$ cat src/rtl/cgra_config_readback_rx.sv
`default_nettype none
// ============================================================================
//  Module   : cgra_config_readback_rx
//  Purpose  : Receiver for the serial CGRA configuration readback chain.
//             Packs the ConfigOut bitstream MSB-first into WORD_W-bit words.
//             Each completed word is XORed into a running checksum and pushed
//             into a small FIFO that has a valid/ready drain port.
//  Ports    : clock, sync_reset_n       - config clock, sync active-low reset
//             enable, bitstream_in      - bit strobe and serial data
//             word_data/valid/last      - registered FIFO head
//             word_ready                - consumer pop request
//             bit_count, done           - progress through the stream
//             overflow                  - sticky, a word was dropped
//             checksum                  - XOR of all completed words
//  Revision : 1.0  initial release
// ============================================================================
module cgra_config_readback_rx #(
  parameter int WORD_W        = 32,
  parameter int BITSTREAM_LEN = 1024,
  parameter int FIFO_DEPTH    = 4
) (
  input  logic                               clock,
  input  logic                               sync_reset_n,
  input  logic                               enable,
  input  logic                               bitstream_in,
  output logic [WORD_W-1:0]                  word_data,
  output logic                               word_valid,
  input  logic                               word_ready,
  output logic                               word_last,
  output logic [$clog2(BITSTREAM_LEN+1)-1:0] bit_count,
  output logic                               done,
  output logic                               overflow,
  output logic [WORD_W-1:0]                  checksum
);

  localparam int CW = $clog2(BITSTREAM_LEN + 1);
  localparam int PW = $clog2(WORD_W);
  localparam int AW = $clog2(FIFO_DEPTH);
  localparam int NW = $clog2(FIFO_DEPTH + 1);
  localparam logic [PW-1:0] LAST_POS = PW'(WORD_W - 1);

  typedef enum logic [1:0] {
    IDLE  = 2'd0,
    SHIFT = 2'd1,
    DONE  = 2'd2
  } state_t;

  state_t            state;
  logic [WORD_W-1:0] shreg;
  logic [PW-1:0]     word_pos;   // bits already pending in the current word
  logic [AW-1:0]     wr_ptr;
  logic [AW-1:0]     rd_ptr;
  logic [NW-1:0]     count;
  logic [WORD_W-1:0] mem_data [FIFO_DEPTH];
  logic [FIFO_DEPTH-1:0] mem_last;

  logic              accept;
  logic [WORD_W-1:0] shreg_next;
  logic              word_full;
  logic              final_bit;
  logic              complete;
  logic [WORD_W-1:0] new_word;
  logic              pop;
  logic              full;
  logic              push;
  logic              drop;
  logic [NW-1:0]     count_next;
  logic [AW-1:0]     rd_next;
  logic [WORD_W-1:0] head_data;
  logic              head_last;

  always_comb begin
    accept     = enable && (state != DONE);
    shreg_next = {shreg[WORD_W-2:0], bitstream_in};
    word_full  = (word_pos == LAST_POS);
    final_bit  = (bit_count == CW'(BITSTREAM_LEN - 1));
    complete   = accept && (word_full || final_bit);
    // Left-justify the pending bits; stale bits above them shift out and the
    // vacated LSBs are zero. For a full word the shift amount is zero.
    new_word   = shreg_next << (LAST_POS - word_pos);

    pop  = word_valid && word_ready;
    full = (count == NW'(FIFO_DEPTH));
    // When full, a simultaneous pop frees the slot that wr_ptr points at.
    push = complete && (!full || pop);
    drop = complete && full && !pop;

    count_next = count;
    if (push && !pop) count_next = count + 1'b1;
    if (pop && !push) count_next = count - 1'b1;

    rd_next = pop ? rd_ptr + 1'b1 : rd_ptr;

    // Head output for the next cycle; bypass the memory when the word being
    // written this edge becomes the head.
    head_data = '0;
    head_last = 1'b0;
    if (count_next != '0) begin
      if (push && (wr_ptr == rd_next)) begin
        head_data = new_word;
        head_last = final_bit;
      end else begin
        head_data = mem_data[rd_next];
        head_last = mem_last[rd_next];
      end
    end
  end

  always_ff @(posedge clock) begin
    if (push) begin
      mem_data[wr_ptr] <= new_word;
      mem_last[wr_ptr] <= final_bit;
    end
  end

  always_ff @(posedge clock) begin
    if (!sync_reset_n) begin
      state      <= IDLE;
      shreg      <= '0;
      word_pos   <= '0;
      bit_count  <= '0;
      checksum   <= '0;
      wr_ptr     <= '0;
      rd_ptr     <= '0;
      count      <= '0;
      word_data  <= '0;
      word_valid <= 1'b0;
      word_last  <= 1'b0;
      done       <= 1'b0;
      overflow   <= 1'b0;
    end else begin
      if (accept) begin
        shreg     <= shreg_next;
        bit_count <= bit_count + 1'b1;
        word_pos  <= word_full ? '0 : word_pos + 1'b1;
        if (final_bit) begin
          state <= DONE;
          done  <= 1'b1;
        end else begin
          state <= SHIFT;
        end
      end
      if (complete) checksum <= checksum ^ new_word;
      if (drop)     overflow <= 1'b1;
      if (push)     wr_ptr   <= wr_ptr + 1'b1;
      rd_ptr     <= rd_next;
      count      <= count_next;
      word_data  <= head_data;
      word_last  <= head_last;
      word_valid <= (count_next != '0);
    end
  end

endmodule
`default_nettype wire

$ cat config.mk
export PLATFORM = sky130hd
export DESIGN_NAME = cgra_config_readback_rx
export DESIGN_NICKNAME = d
export VERILOG_FILES = /design/src/rtl/cgra_config_readback_rx.sv
export SDC_FILE = /design/constraint.sdc
export NUM_CORES = 1
export LEC_CHECK = 0
export BUFFER_PORTS_ARGS = -buffer_cell sky130_fd_sc_hd__buf_4
export CAP_MARGIN = 20
export CORE_MARGIN = 8
export CORE_UTILIZATION = 61
export CTS_CLUSTER_SIZE = 24
export DETAILED_ROUTE_END_ITERATION = 16
export GPL_ROUTABILITY_DRIVEN = 0
export PLACE_DENSITY = 0.8
export SYNTH_ARGS = -nofsm -noshare
export SYNTH_HDL_FRONTEND = slang
export SYNTH_SLANG_ARGS = --single-unit
$ cat constraint.sdc
create_clock -name clock -period 4.35 [get_ports clock]
set_clock_uncertainty 0.05 [all_clocks]
set_input_delay 0.435 -clock clock [delete_from_list [all_inputs] [get_ports clock]]
set_output_delay 0.435 -clock clock [all_outputs]
set_load 0.01 [all_outputs]
==> results of run 1 <==
[layout make-up]
type / instances / area, um^2 / share of cell area [%]
inverter: 12 / 45.0 / 0.317
timing repair buffer: 106 / 821 / 5.78
clock buffer: 37 / 718 / 5.06
sequential: 256 / 6450 / 45.4
tap: 275 / 344 / 2.42
multi-input combinational: 711 / 5710 / 40.2
clock inverter: 8 / 116 / 0.819
[cells by family after synthesis]
| logic type | after synthesis | share of synthesized area [%] |
|---|---|---|
| muxes | 156 | 17.6 |
| adders and majority gates | 10 | 0.982 |
| xor gates and xnor gates | 26 | 1.85 |
| DFF | 256 | 50.6 |
| AOI/OAI and AO/OA | 208 | 12.0 |
| buffers and inverters | 95 | 4.63 |
| and+or+nand+nor | 311 | 12.3 |
[sequential cells by signal, summed over array words and instances, names as in the netlist]
register	count
bit_count	11
checksum	32
count	3
done	1
mem_data	128
mem_last	4
overflow	1
rd_ptr	2
shreg	31
state	2
word_data	32
word_last	1
word_pos	5
word_valid	1
wr_ptr	2
[worst paths after layout]
| kind | from | slack [ps] | to | cells after the start |
|---|---|---|---|---|
| worst max-delay path | word_pos[4] | 850 | word_last | 6 |
| worst min-delay path | bitstream_in | 190 | shreg[0] | 3 |
| worst max register to register | word_pos[4] | 850 | word_last | 6 |
| worst min register to register | done | 420 | done | 1 |
[worst reg2reg max path: stages (launching register included)]
cell and delay (ps):
dfxtp_1 800, ha_1 400, a22o_1 190, buf_4 410, a311o_1 280, nand4_2 800
a32oi_1 470
[power by group]
group | switching, mW | leakage (nW) | internal, mW
sequential | 0.0695 | 2.15 | 2.66
combinational | 0.597 | 2.76 | 0.412
clock | 0.871 | 0.411 | 1.32
total | 1.54 | 5.32 | 4.39
[stage by stage]
| stage | worst slack (ps) | hold slack [ps] | util [%] |
|---|---|---|---|
| CTS | 895 | 172 | 68.4 |
| global route | 597 | 213 | 68.4 |
| finish | 851 | 186 | 68.4 |
| detailed placement | 942 | 409 | 64.4 |
| global placement | 1030 | 401 | 64.4 |
| floorplan | 940 | 393 | - |
[cell usage in the layout, fill, tap and decap left out, drive strengths merged, types with 6 or more instances in the layout]
master,netlist,layout
xnor2,21,21
mux2,17,17
nor3,8,8
mux2i,92,92
a221oi,18,18
o22ai,21,21
nand2b,24,24
a211oi,13,13
nand4,6,6
nor2b,24,24
a21oi,14,14
and3,8,8
mux4,47,47
ha,10,10
clkbuf,39,37
a31oi,36,36
dfxtp,124,124
a22o,6,6
buf,44,106
a22oi,7,7
nor2,23,23
and2,33,33
o31ai,8,8
nand2,141,141
o21ai,13,13
clkinv,1,6
nand3,14,14
inv,11,11
a21boi,39,39
nand3b,11,11
edfxtp,132,132
[per-layer routing]
metal  GRT usage [%]  wire (um)  up-vias
met2            37.6      14300      354
met1            27.7      11700     4280
met3            3.69       2060       79
li1                -          -     4103
met4            7.94        878        0
met5               0          0        -
==> results.sh, run 1 <==
export IMPL_cp_slowest_stage_delay_ps=800
export IMPL_die_area_um2=25800
export IMPL_synth_top_area_share_pct=31.1
export IMPL_status="finished, final reports clean"
export IMPL_cp_max_fo=44
export IMPL_cts_clk_slew_worst_paths_ps=70
export IMPL_grt_pass1_wl_um=46300
export IMPL_clk_latency_ps=520
export IMPL_htree_levels=1
export IMPL_finalHoldViolations=0
export IMPL_fmaxAchievable_mhz=286
export IMPL_core_area_um2=20800
export IMPL_hold_class="in2reg"
export IMPL_path_cells="ha_1, a22o_1, buf_4, a311o_1, nand4_2, a32oi_1"
export IMPL_layout_min_cycle_time_ps=3500
export IMPL_synth_cell_types=75
export IMPL_synth_edf_count=132
export IMPL_grt_max_degree=59
export IMPL_syn_area_um2=12700
export IMPL_port_buffers=83
export IMPL_worst_setup_path_type="reg2reg"
export IMPL_p_leak_nw=5.32
export IMPL_synth_fp_nets=1077
export IMPL_yosys_most_used_dff="edfxtp_1"
export IMPL_drt_pass1_iterations=5
export IMPL_ctsResizeCount=0
export IMPL_die_x_um=161
export IMPL_rows=53
export IMPL_clockBufferDepth=3
export IMPL_ant_nets=0
export IMPL_syn_inst=1062
export IMPL_cts_tree="yes"
export IMPL_dp_cells=1360
export IMPL_clockRootBuffer="clkbuf_16"
export IMPL_vias_per_cell=6.27
export IMPL_ir_drop_mv=0.233
export IMPL_synth_warning_count=0
export IMPL_drv_cap=0
export IMPL_worst_path_max_delay_cell="dfxtp_1"
export IMPL_maxSlewHeadroom_pct=30.4
export IMPL_synth_area_leader_cell="edfxtp_1"
export IMPL_crit_family="compound AO/OA/AOI/OAI gates"
export IMPL_post_cts_buffers=0
export IMPL_slew_viol_final=0
export IMPL_ctsHoldBuffers=0
export IMPL_synth_common_cells="nand2_1, edfxtp_1, dfxtp_1"
export IMPL_drive_above_1_share_pct=18.5
export IMPL_required_ps=4720
export IMPL_grt_antenna_before_repair=0
export IMPL_placed_cell_area_um2=13400
export IMPL_layout_nets=1127
export IMPL_cts_made_buffers=25
export IMPL_antenna_cells=0
export IMPL_n_fill_cell=1470
export IMPL_finish_instance_area_um2=14200
export IMPL_wire_per_inst_um=20.6
export IMPL_synthTopCellsByArea="edfxtp_1, dfxtp_1, mux2i_1, mux4_2, nand2_1"
export IMPL_fin_tns_setup_ps=0
export IMPL_dp_hpwl_um=19000
export IMPL_grt_overflow_total=0
export IMPL_yosysMostFrequentCell="nand2_1"
export IMPL_start_util_pct=61.4
export IMPL_cp_data_arrival_time_ps=3870
export IMPL_ys_async_sr_fraction_pct=0
export IMPL_drt_initial_drc_count=783
export IMPL_post_route_period_util_pct=80.4
export IMPL_yosysSeqAreaShare_pct=50.6
export IMPL_ios=84
export IMPL_clock_sinks=256
export IMPL_syn_avg_cell_area_um2=12.0
export IMPL_final_cells=1405
export IMPL_power_mw=5.92
export IMPL_track_usage_pct=22.0
export IMPL_drc_errors=0
export IMPL_worst_pin_slew_ps=1040
export IMPL_finalSetupViolations=0
export IMPL_area_delta_synth_final_pct=11.5
export IMPL_critPathLaunchType="register"
export IMPL_die_y_um=161
export IMPL_ys_ff_latch=256
export IMPL_power_density_nw_per_um2=417
export IMPL_grt_pass1_vias=8693
export IMPL_crit_buf_inv=1
export IMPL_drt_total_wl_um=29000
export IMPL_rsz0062_at_grt="false"
export IMPL_endpoint_kind="register"
export IMPL_vias=8816
Power figures use the tool's default switching activity.
==> run 2, diff against run 1 <==
--- a/config.mk
+++ b/config.mk
@@ -8,11 +8,11 @@
 export BUFFER_PORTS_ARGS = -buffer_cell sky130_fd_sc_hd__buf_4
 export CAP_MARGIN = 20
 export CORE_MARGIN = 8
-export CORE_UTILIZATION = 61
+export CORE_UTILIZATION = 55
 export CTS_CLUSTER_SIZE = 24
 export DETAILED_ROUTE_END_ITERATION = 16
 export GPL_ROUTABILITY_DRIVEN = 0
-export PLACE_DENSITY = 0.8
+export PLACE_DENSITY = 0.76
 export SYNTH_ARGS = -nofsm -noshare
 export SYNTH_HDL_FRONTEND = slang
 export SYNTH_SLANG_ARGS = --single-unit
==> constraint.sdc (replaced) <==
create_clock -name clock -period 2.8 [get_ports clock]
set_clock_uncertainty 0.05 [all_clocks]
set_input_delay 0.28 -clock clock [delete_from_list [all_inputs] [get_ports clock]]
set_output_delay 0.28 -clock clock [all_outputs]
set_load 0.01 [all_outputs]
==> results.sh, run 2 (same netlist as run 1, synthesis figures left out) <==
export IMPL_endpoint_kind="register"
export IMPL_grt_antenna_before_repair=0
export IMPL_finalSetupViolations=0
export IMPL_cts_made_buffers=27
export IMPL_worst_setup_path_type="reg2reg"
export IMPL_drt_initial_drc_count=769
export IMPL_largest_reg_flops=128
export IMPL_fin_tns_setup_ps=0
export IMPL_fmaxAchievable_mhz=377
export IMPL_layout_nets=1142
export IMPL_wire_per_inst_um=20.8
export IMPL_cp_max_fo=55
export IMPL_rsz0062_at_grt="false"
export IMPL_grt_overflow_total=0
export IMPL_ant_nets=0
export IMPL_reg_largest_list="mem_data x128, checksum x32, word_data x32"
export IMPL_start_util_pct=56.1
export IMPL_die_y_um=168
export IMPL_slew_viol_final=0
export IMPL_post_route_period_util_pct=94.7
export IMPL_cts_tree="yes"
export IMPL_drt_pass1_iterations=6
export IMPL_core_area_um2=22700
export IMPL_status="finished, final reports clean"
export IMPL_critPathLaunchType="register"
export IMPL_dp_hpwl_um=19500
export IMPL_place_ws_ps=158
export IMPL_required_ps=3230
export IMPL_rows=55
export IMPL_drive_above_1_share_pct=20.1
export IMPL_power_density_nw_per_um2=695
export IMPL_cts_clk_slew_worst_paths_ps=60
export IMPL_worst_slack_ps=149
export IMPL_vias_per_cell=6.15
export IMPL_cp_data_arrival_time_ps=3080
export IMPL_grt_pass1_wl_um=46800
export IMPL_finalHoldViolations=0
export IMPL_r2r_cells=7
export IMPL_drv_cap=0
export IMPL_ctsHoldBuffers=1
export IMPL_drc_errors=0
export IMPL_track_usage_pct=20.4
export IMPL_ctsResizeCount=0
export IMPL_final_common_cell="nand2_1"
export IMPL_port_buffers=83
export IMPL_p_leak_nw=5.42
export IMPL_die_area_um2=28300
export IMPL_clockRootBuffer="clkbuf_16"
export IMPL_grt_pass1_vias=8565
export IMPL_area_delta_synth_final_pct=14.2
export IMPL_die_x_um=168
export IMPL_worst_pin_slew_ps=1070
export IMPL_htree_levels=1
export IMPL_drt_total_wl_um=29800
export IMPL_top_register="mem_data"
export IMPL_layout_min_cycle_time_ps=2650
export IMPL_whs_path_depth=4
export IMPL_hold_class="in2reg"
export IMPL_ios=84
export IMPL_maxSlewHeadroom_pct=28.1
export IMPL_post_cts_buffers=0
export IMPL_antenna_cells=0
export IMPL_vias=8808
export IMPL_mostFrequentLayoutCells="nand2_1, edfxtp_1, dfxtp_1"
export IMPL_grt_max_degree=59
export IMPL_clock_sinks=256
export IMPL_clockBufferDepth=3
export IMPL_ir_drop_mv=0.422
export IMPL_clk_latency_ps=550
run 2: changes by cell type in the layout (fill, tap and decap cells not counted), sizes merged:
cell         previous run  this run
buf                   106       118
bufinv                  3         5
clkinvlp                0         2
clkbuf                 37        36
clkinv                  6         7
dlygate4sd3             0         1
inv                    11        12
run 2: metrics by stage:
| step | power (mW) | utilization (%) | cells | hold WS, ps | instance area (um^2) |
|---|---|---|---|---|---|
| 2_1_floorplan | 5.67 | - | 1062 | 375 | 12800 |
| 5_1_grt | 10.5 | 64.0 | 1433 | 164 | 14500 |
| 3_5_place_dp | 6.40 | 59.8 | 1382 | 411 | 13600 |
| 4_1_cts | 10.2 | 64.0 | 1433 | 122 | 14500 |
| 6_report | 10.1 | 64.0 | 1433 | 159 | 14500 |
| 3_3_place_gp | 6.36 | 59.8 | 1382 | 404 | 13600 |
run 2: cell type report:
type                       instances  area, um^2
multi-input combinational        711        5730
tap                              285         357
timing repair buffer             119        1010
clock inverter                    14         218
sequential                       256        6450
fill                            1708        8170
clock buffer                      36         729
inverter                          12        45.0
run 2: report_power, final:
part / internal, mW / switching, mW
clock network: 2.30 / 1.49
logic: 0.923 / 1.07
registers: 4.19 / 0.132
total: 7.42 / 2.69
run 2: final timing paths:
check,from,endpoint,slack (ps)
max reg2reg,word_pos[1],checksum[22],150
min,enable,bit_count[1],160
min reg2reg,shreg[30],shreg[30],420
max,word_pos[1],checksum[22],150
run 2: per-layer routing:
metal	track usage [%]	vias to the layer above	part of all wire (%)
li1	-	4131	-
met1	26.9	4316	43
met2	33.7	298	48
met3	3.18	63	6.2
met4	7.18	0	2.9
met5	0	-	0
run 2: worst max-delay path, stage by stage (launching register included):
cell      delay [ps]
dfxtp_2          350
buf_12           280
mux2_2           370
a21oi_1          360
o21a_1           340
o221ai_1         420
nand2_1          190
mux2i_1          200
